--- src/rtl/vector_recorder.sv ---
// ---------------------------------------------------------------------------
// vector_recorder
//
// Captures a burst of test vectors into a small on-chip memory, then streams
// them back out over a valid/ready handshake in capture order.
//
// Session flow: IDLE -> (start) -> CAPTURE -> DRAIN -> FINISH -> IDLE.
// An empty capture (no samples written) skips DRAIN and goes to FINISH.
//
// Ports
//   clk           rising-edge clock
//   reset         synchronous, active-high reset
//   start         one-cycle pulse, begins a capture session (IDLE only)
//   stop          ends the capture phase early
//   sample_in     vector to record, packed {a, b, c, y}
//   sample_valid  sample_in is valid this cycle
//   rd_data       recorded vector being streamed out
//   rd_valid      rd_data is valid (DRAIN only)
//   rd_ready      consumer accepts rd_data
//   rd_last       rd_data is the final recorded vector
//   count         number of vectors stored in the current/last session
//   busy          state is not IDLE
//   done          one-cycle pulse when a session completes
// ---------------------------------------------------------------------------
module vector_recorder #(
  parameter int WIDTH = 4,
  parameter int DEPTH = 16
) (
  input  logic                     clk,
  input  logic                     reset,
  input  logic                     start,
  input  logic                     stop,
  input  logic [WIDTH-1:0]         sample_in,
  input  logic                     sample_valid,
  output logic [WIDTH-1:0]         rd_data,
  output logic                     rd_valid,
  input  logic                     rd_ready,
  output logic                     rd_last,
  output logic [$clog2(DEPTH):0]   count,
  output logic                     busy,
  output logic                     done
);

  localparam int AW = $clog2(DEPTH);
  localparam int CW = AW + 1;
  localparam logic [CW-1:0] FULL = CW'(DEPTH);
  localparam logic [CW-1:0] ONE  = CW'(1);

  // Elaboration-time guard on the geometry: the pointer arithmetic below
  // assumes a power-of-two depth of at least two entries.
  generate
    if (DEPTH < 2 || (DEPTH & (DEPTH - 1)) != 0) begin : g_bad_depth
      $error("vector_recorder: DEPTH must be a power of two and >= 2");
    end
  endgenerate

  typedef enum logic [1:0] {
    IDLE    = 2'd0,
    CAPTURE = 2'd1,
    DRAIN   = 2'd2,
    FINISH  = 2'd3
  } state_t;

  state_t          state_reg, state_next;
  logic [CW-1:0]   wr_ptr_reg, wr_ptr_next;
  logic [CW-1:0]   rd_ptr_reg, rd_ptr_next;
  logic [CW-1:0]   count_reg, count_next;
  logic            wr_en;

  logic [WIDTH-1:0] mem [DEPTH];

  // State and pointer registers
  always_ff @(posedge clk) begin
    if (reset) begin
      state_reg  <= IDLE;
      wr_ptr_reg <= '0;
      rd_ptr_reg <= '0;
      count_reg  <= '0;
    end else begin
      state_reg  <= state_next;
      wr_ptr_reg <= wr_ptr_next;
      rd_ptr_reg <= rd_ptr_next;
      count_reg  <= count_next;
    end
  end

  // Storage is deliberately not reset; only the pointers define what is valid.
  always_ff @(posedge clk) begin
    if (wr_en) begin
      mem[wr_ptr_reg[AW-1:0]] <= sample_in;
    end
  end

  // Next-state and output logic
  always_comb begin
    state_next  = state_reg;
    wr_ptr_next = wr_ptr_reg;
    rd_ptr_next = rd_ptr_reg;
    count_next  = count_reg;
    wr_en       = 1'b0;
    rd_valid    = 1'b0;
    rd_last     = 1'b0;
    done        = 1'b0;

    case (state_reg)
      IDLE: begin
        if (start) begin
          state_next  = CAPTURE;
          wr_ptr_next = '0;
          rd_ptr_next = '0;
          count_next  = '0;
        end
      end

      CAPTURE: begin
        // The full check keeps a write from ever landing past the last entry,
        // even though the exit below normally leaves CAPTURE before that.
        wr_en = sample_valid && (count_reg != FULL) && !reset;
        if (wr_en) begin
          wr_ptr_next = wr_ptr_reg + ONE;
          count_next  = count_reg + ONE;
        end
        // A sample arriving together with stop is kept before leaving.
        if ((wr_en && (count_next == FULL)) || stop) begin
          state_next = (count_next != '0) ? DRAIN : FINISH;
        end
      end

      DRAIN: begin
        rd_valid = 1'b1;
        rd_last  = (rd_ptr_reg == count_reg - ONE);
        if (rd_ready) begin
          rd_ptr_next = rd_ptr_reg + ONE;
          if (rd_last) begin
            state_next = FINISH;
          end
        end
      end

      FINISH: begin
        done       = 1'b1;
        state_next = IDLE;
      end

      default: begin
        state_next = IDLE;
      end
    endcase
  end

  // Combinational read so the head entry is presented with no added latency.
  assign rd_data = mem[rd_ptr_reg[AW-1:0]];
  assign count   = count_reg;
  assign busy    = (state_reg != IDLE);

endmodule

--- config.mk ---
export PLATFORM = sky130hd
export DESIGN_NAME = vector_recorder
export DESIGN_NICKNAME = d
export VERILOG_FILES = /design/src/rtl/vector_recorder.sv
export SDC_FILE = /design/constraint.sdc
export NUM_CORES = 1
export LEC_CHECK = 0
export CAP_MARGIN = 15
export CELL_PAD_IN_SITES_DETAIL_PLACEMENT = 1
export CELL_PAD_IN_SITES_GLOBAL_PLACEMENT = 1
export CORE_ASPECT_RATIO = 0.8
export CORE_MARGIN = 5
export CORE_UTILIZATION = 48
export DETAILED_ROUTE_END_ITERATION = 10
export DONT_BUFFER_PORTS = 1
export PLACE_DENSITY_LB_ADDON = 0.05
export SYNTH_ARGS = -nofsm -noshare
export SYNTH_HDL_FRONTEND = slang
export SYNTH_SLANG_ARGS = --single-unit
--- constraint.sdc ---
create_clock -name clk -period 2.2 [get_ports clk]
set_input_delay 0.33 -clock clk [delete_from_list [all_inputs] [get_ports clk]]
set_output_delay 0.33 -clock clk [all_outputs]
set_load 0.01 [all_outputs]
=== Yosys cells after proc, flatten, opt, wreduce, memory -nomap -nowiden ===
Memory sizes are Yosys's and may differ from the RTL's. A register that Yosys moved wholly into a read port is not among the register bits.
Index checks and enable logic that the tools add are counted.

* Memories kept: 1
* Output and inout bits: 13
* RAM bits: 64
* Word-level logic and storage cells: 56
* Input bits: 10
* Register bits after elaboration: 17

{| class="wikitable"
|+ Memories
! name !! depth !! bits a word !! rd ports !! clocked after memory_dff !! write ports !! line !! text
|-
| mem || 16 || 4 || 1 || 1 || 1 || 70 || <nowiki>logic [WIDTH-1:0] mem [DEPTH];</nowiki>
|}

* Add/sub/neg operators: 4
* Multiplexer cells: 22
* Reductions and logical operators: 14
* Eq/ne operators: 11

{| class="wikitable"
|+ Operator list
! operator !! count
|-
| case mux 5 bit (2 select lines) || 3
|-
| 2-to-1 mux 5 bit || 5
|-
| adder 5 x 1 -> 5 bit, second input constant || 3
|-
| inequality test 2 bit, second input constant || 5
|-
| 2-to-1 mux 2 bit || 4
|-
| 2-to-1 mux 4 bit || 2
|-
| case mux 2 bit (4 select lines) || 1
|-
| 2-to-1 mux 1 bit || 7
|-
| AND reduction 3 bit || 2
|-
| nonzero test 2 bit || 3
|-
| equality test 5 bit || 1
|-
| equality test 5 bit, second input constant || 1
|-
| inequality test 5 bit, second input constant || 1
|-
| nonzero test 5 bit || 1
|-
| subtractor 5 x 1 -> 5 bit, second input constant || 1
|-
| equality test 2 bit, second input constant || 2
|-
| AND reduction 4 bit || 1
|-
| logical AND 1 bit || 3
|-
| equality test 2 x 1 -> 1 bit, second input constant || 1
|-
| zero test 2 bit || 1
|-
| AND reduction 2 bit || 1
|-
| zero test 1 bit || 1
|-
| logical OR 1 bit || 1
|}

=== Depth between registers and ports, before layout ===
* Depth in word-level cells: 10
* Depth in mapped cells: 9
* Mapped depth without buffers: 8

=== Least setup slack after synthesis ===
No wires, ideal clock.

* Path kind: register to register
* From: reg count_reg[0], in the netlist count[0]
* To: mem mem[0][0] (enable)
* Cell stages (with the launch flop): 8
* Period minus slack after synthesis: 2.229 ns
* Data arrival time: 1.868 ns
* Data required time: 1.839 ns
* Setup time: 0.361 ns
* Slack: -0.029 ns
* Path buffers: 1
* Cell sequence: dfxtp_1 -> inv_1 -> ha_1 -> nand4bb_4 -> and3_1 -> clkbuf_1 -> nand2_1 -> nor3_1

* Longest elaborated chain between the ends: 6

{| class="wikitable"
|+ RTL lines
! element !! line !! text
|-
| start, declared || 67 || <nowiki>logic [CW-1:0] count_reg, count_next;</nowiki>
|-
| start signal, assigned || 83 || <nowiki>count_reg <= count_next;</nowiki>
|-
| inequality test 5 bit || 118 || <nowiki>wr_en = sample_valid && (count_reg != FULL) && !reset;</nowiki>
|-
| logical AND 1 bit (2 in a row) || 118 ||
|-
| 2-to-1 mux 1 bit || 105 || <nowiki>case (state_reg)</nowiki>
|-
| 2-to-1 mux 1 bit || 89 || <nowiki>if (wr_en) begin</nowiki>
|-
| 2-to-1 mux 1 bit (not written as such) || 90 || <nowiki>mem[wr_ptr_reg[AW-1:0]] <= sample_in;</nowiki>
|-
| end, declared || 70 ||
|}

No other way between the ends.

==> out/metrics.csv <==
stage,metric,value,unit
outcome,status,"finished, violations left",
outcome,failing checks,setup timing,
worst_setup_path,CP Launch Type,register,
sta,max_slew headroom,67.47,%
place,IO Port Bufs,0,
final_layout,NumNets Final,314,
cts,Num CTS Buffers,9,
route,DRT iter0 DRCs,117,
die,Starting Density,48.94,%
power,PD cells,828.7,nW/um2
cts,CTS Hold Bufs,0,
yosys,cell taking the most area after synthesis,edfxtp_1,
die,Die Wd,110.4,um
sta,Hold Fails Final Rpt,0,
power,peak supply drop,396.2,uV
sta,Setup TNS,-463.3,ps
global_route,largest net degree at the start of global routing,17,
die,I/O Pins,23,
cts,clock latency on the worst-skew pair,350,ps
yosys,largest cells by area after synthesis,"edfxtp_1 50%, mux4_2 12%, dfxtp_1 10%, ha_1 4.2%, nor2_1 2.8%",
yosys,post-synth top area share,49.64,%
final_layout,number of flip-flops under the largest register name,64,
run,number of max-cap violations,0,
place,dpl cell area,4161,um2
worst_setup_path,Worst path most repeated cell,mux4_2,
sta,setup slack after layout,-132.8,ps
route,drt via density,5.597,
final_layout,ant diodes,0,
final_layout,Layout Area Growth over Synthesis,14.16,%
global_route,first-pass GRT wire length,13520,um
yosys,"Cell Area, Synth",3871,um2
yosys,share of async-settable or async-resettable flops after synthesis,0,%
global_route,initial antenna violation count,0,
sta,Highest Clock Rate,0.4287,GHz
die,DIE AREA,9972,um2
worst_setup_path,worst setup path category,register to output pin,
yosys,post-synthesis cell count,266,
global_route,GRT Total Usage,17.96,%
final_layout,Final Cell Area,4419,um2
place,dpl cells,387,
cts,H-tree depth,3,
cts,Clock Tree Buf Depth,2,
route,routed len/inst,20.88,um
route,routed vias,2261,
cts,clock root cell,clkbuf_8,
route,drt first pass iters,4,
hold_path,Hold Path Class,input pin to register,
yosys,distinct cell type count after synthesis,47,
yosys,Main synth FF type,edfxtp_1,
die,Core Area,7910,um2
power,Design Power,0.003662,W
yosys,sequential fraction of the synthesis area,59.99,%
sta,Final setup viols,4,
yosys,Syn. warnings,0,
sta,Worst Tran Pin Value,485.3,ps
route,drt total wl,8435,um
worst_setup_path,max incr delay on CP,560,ps
sta,Tcrit/Tclk final,106.0,%
worst_setup_path,Crit. End Element,output pin,
place,hpwl dp,6084,um
yosys,number of synthesized register bits,84,
cts,Worst-path clk slew,90,ps
worst_setup_path,WP buf/inv,1,
cts,CTS Sinks,84,
final_layout,fillers,810,
route,DRC Markers,0,
worst_setup_path,cells along the critical path,buf_12 -> mux4_2 -> mux4_2,
sta,Slew Limit Fails,0,
sta,min cycle time layout,2333,ps
global_route,vias in the first global route,2327,
die,Placement Rows,29,
worst_setup_path,crit path DAT,2000,ps
place,global placement routability congestion,0.8201,
worst_setup_path,Worst Path Required,1870,ps
final_layout,layout cells sized above 1,27.36,%
worst_setup_path,"Max FO, Critical Path",8,
cts,TritonCTS clock tree,done,
cts,postcts setup bufs,0,
worst_setup_path,"delay-heaviest family, CP",multiplexers,
final_layout,Layout Cells excl Fill,404,
global_route,gr ovfl total,0,
power,Leakage,1.475,nW
yosys,net count after synthesis,289,
route,post-route ant nets,0,
die,Die Ht,90.33,um
yosys,Post-synth EDFFs,64,
yosys,syn avg cell area,14.55,um2
sta,Post-Route Skew,11.11,ps
sta,RSZ-0062 raised after global routing,yes,
worst_setup_path,slowest CP cell,mux4_2,
## layout by cell type (no fill, tap or decap), drive strengths merged, types with 6 or more instances in the layout
| cell | count |
|---|---|
| dfxtp | 20 |
| o21ai | 7 |
| mux4 | 20 |
| nand2 | 16 |
| xor2 | 9 |
| clkbuf | 13 |
| nor3 | 8 |
| nand4 | 6 |
| buf | 26 |
| edfxtp | 64 |
| nor2 | 29 |
| inv | 11 |
| ha | 13 |
## stage by stage
stage	util, %	hold slack (ps)	setup WS (ps)
2_1_floorplan	-	394.6	35.17
3_3_place_gp	52.61	397.4	131.9
3_5_place_dp	52.61	401.9	20.76
4_1_cts	55.60	9.434	-161.2
5_1_grt	55.87	2.981	-192.5
6_report	55.87	31.48	-132.8
## cell type report
cell class | count | area, um2 | share of cell area [%]
Clock buffer | 13 | 181.4 | 4.105
Inverter | 9 | 33.78 | 0.7644
Sequential cell | 84 | 2328 | 52.69
Timing Repair Buffer | 26 | 227.7 | 5.153
Tap cell | 108 | 135.1 | 3.058
Multi-Input combinational cell | 161 | 1490 | 33.72
Clock inverter | 3 | 22.52 | 0.5096
## path summary, 6_finish.rpt
kind / from / to / slack [ps] / cells after the start
worst max-delay path: register / rd_data[3] / -130 / 3
worst min-delay path: reset / state_reg[0] / 30 / 1
worst max register to register: count[0] / state_reg[0] / 160 / 7
worst min register to register: state_reg[1] / state_reg[1] / 580 / 2
## cell usage after synthesis, types with 4 or more instances
master	count
nand3_1	5
ha_1	13
o21ai_0	4
nand4_1	6
nor3_1	7
nor2_1	29
a21oi_1	5
dfxtp_1	20
inv_1	9
edfxtp_1	64
xnor2_1	5
nand2_1	15
xor2_1	9
mux4_2	20
clkbuf_1	6
## report_power, final
| part | switching [W] | internal [W] | total [W] |
|---|---|---|---|
| logic | 0.000461 | 0.000319 | 0.000779 |
| registers | 0.0000357 | 0.00174 | 0.00177 |
| clock network | 0.000555 | 0.000554 | 0.00111 |
## layer usage
metal	up-vias	global-route usage (%)	routed length [um]
met5	-	0	0
met4	0	4.000	80
met3	5	4.756	343
met2	46	24.44	3534
met1	1152	28.53	4476
li1	1058	-	-
## timing repair
| item | CTS | global route |
|---|---|---|
| setup endpoints to repair | 6 | 10 |
| pin swaps | 0 | 0 |
| cloned | 1 | 0 |
| resized for setup | 4 | 5 |
| hold endpoints to repair | 0 | 0 |
## cells by family (layout without fill, tap and decap cells)
family                     count (synthesis)  after routing  synth area share [%]
muxes                                     23             23                 12.41
adders and majority gates                 13             13                 4.202
AOI/OAI and AO/OA                         31             31                 6.173
and+or+nand+nor                           79             79                 10.92
xor gates and xnor gates                  15             15                 3.749
DFF                                       84             84                 59.99
buffers and inverters                     21             51                 2.553
Note: power is estimated with default switching activity, not from simulation.
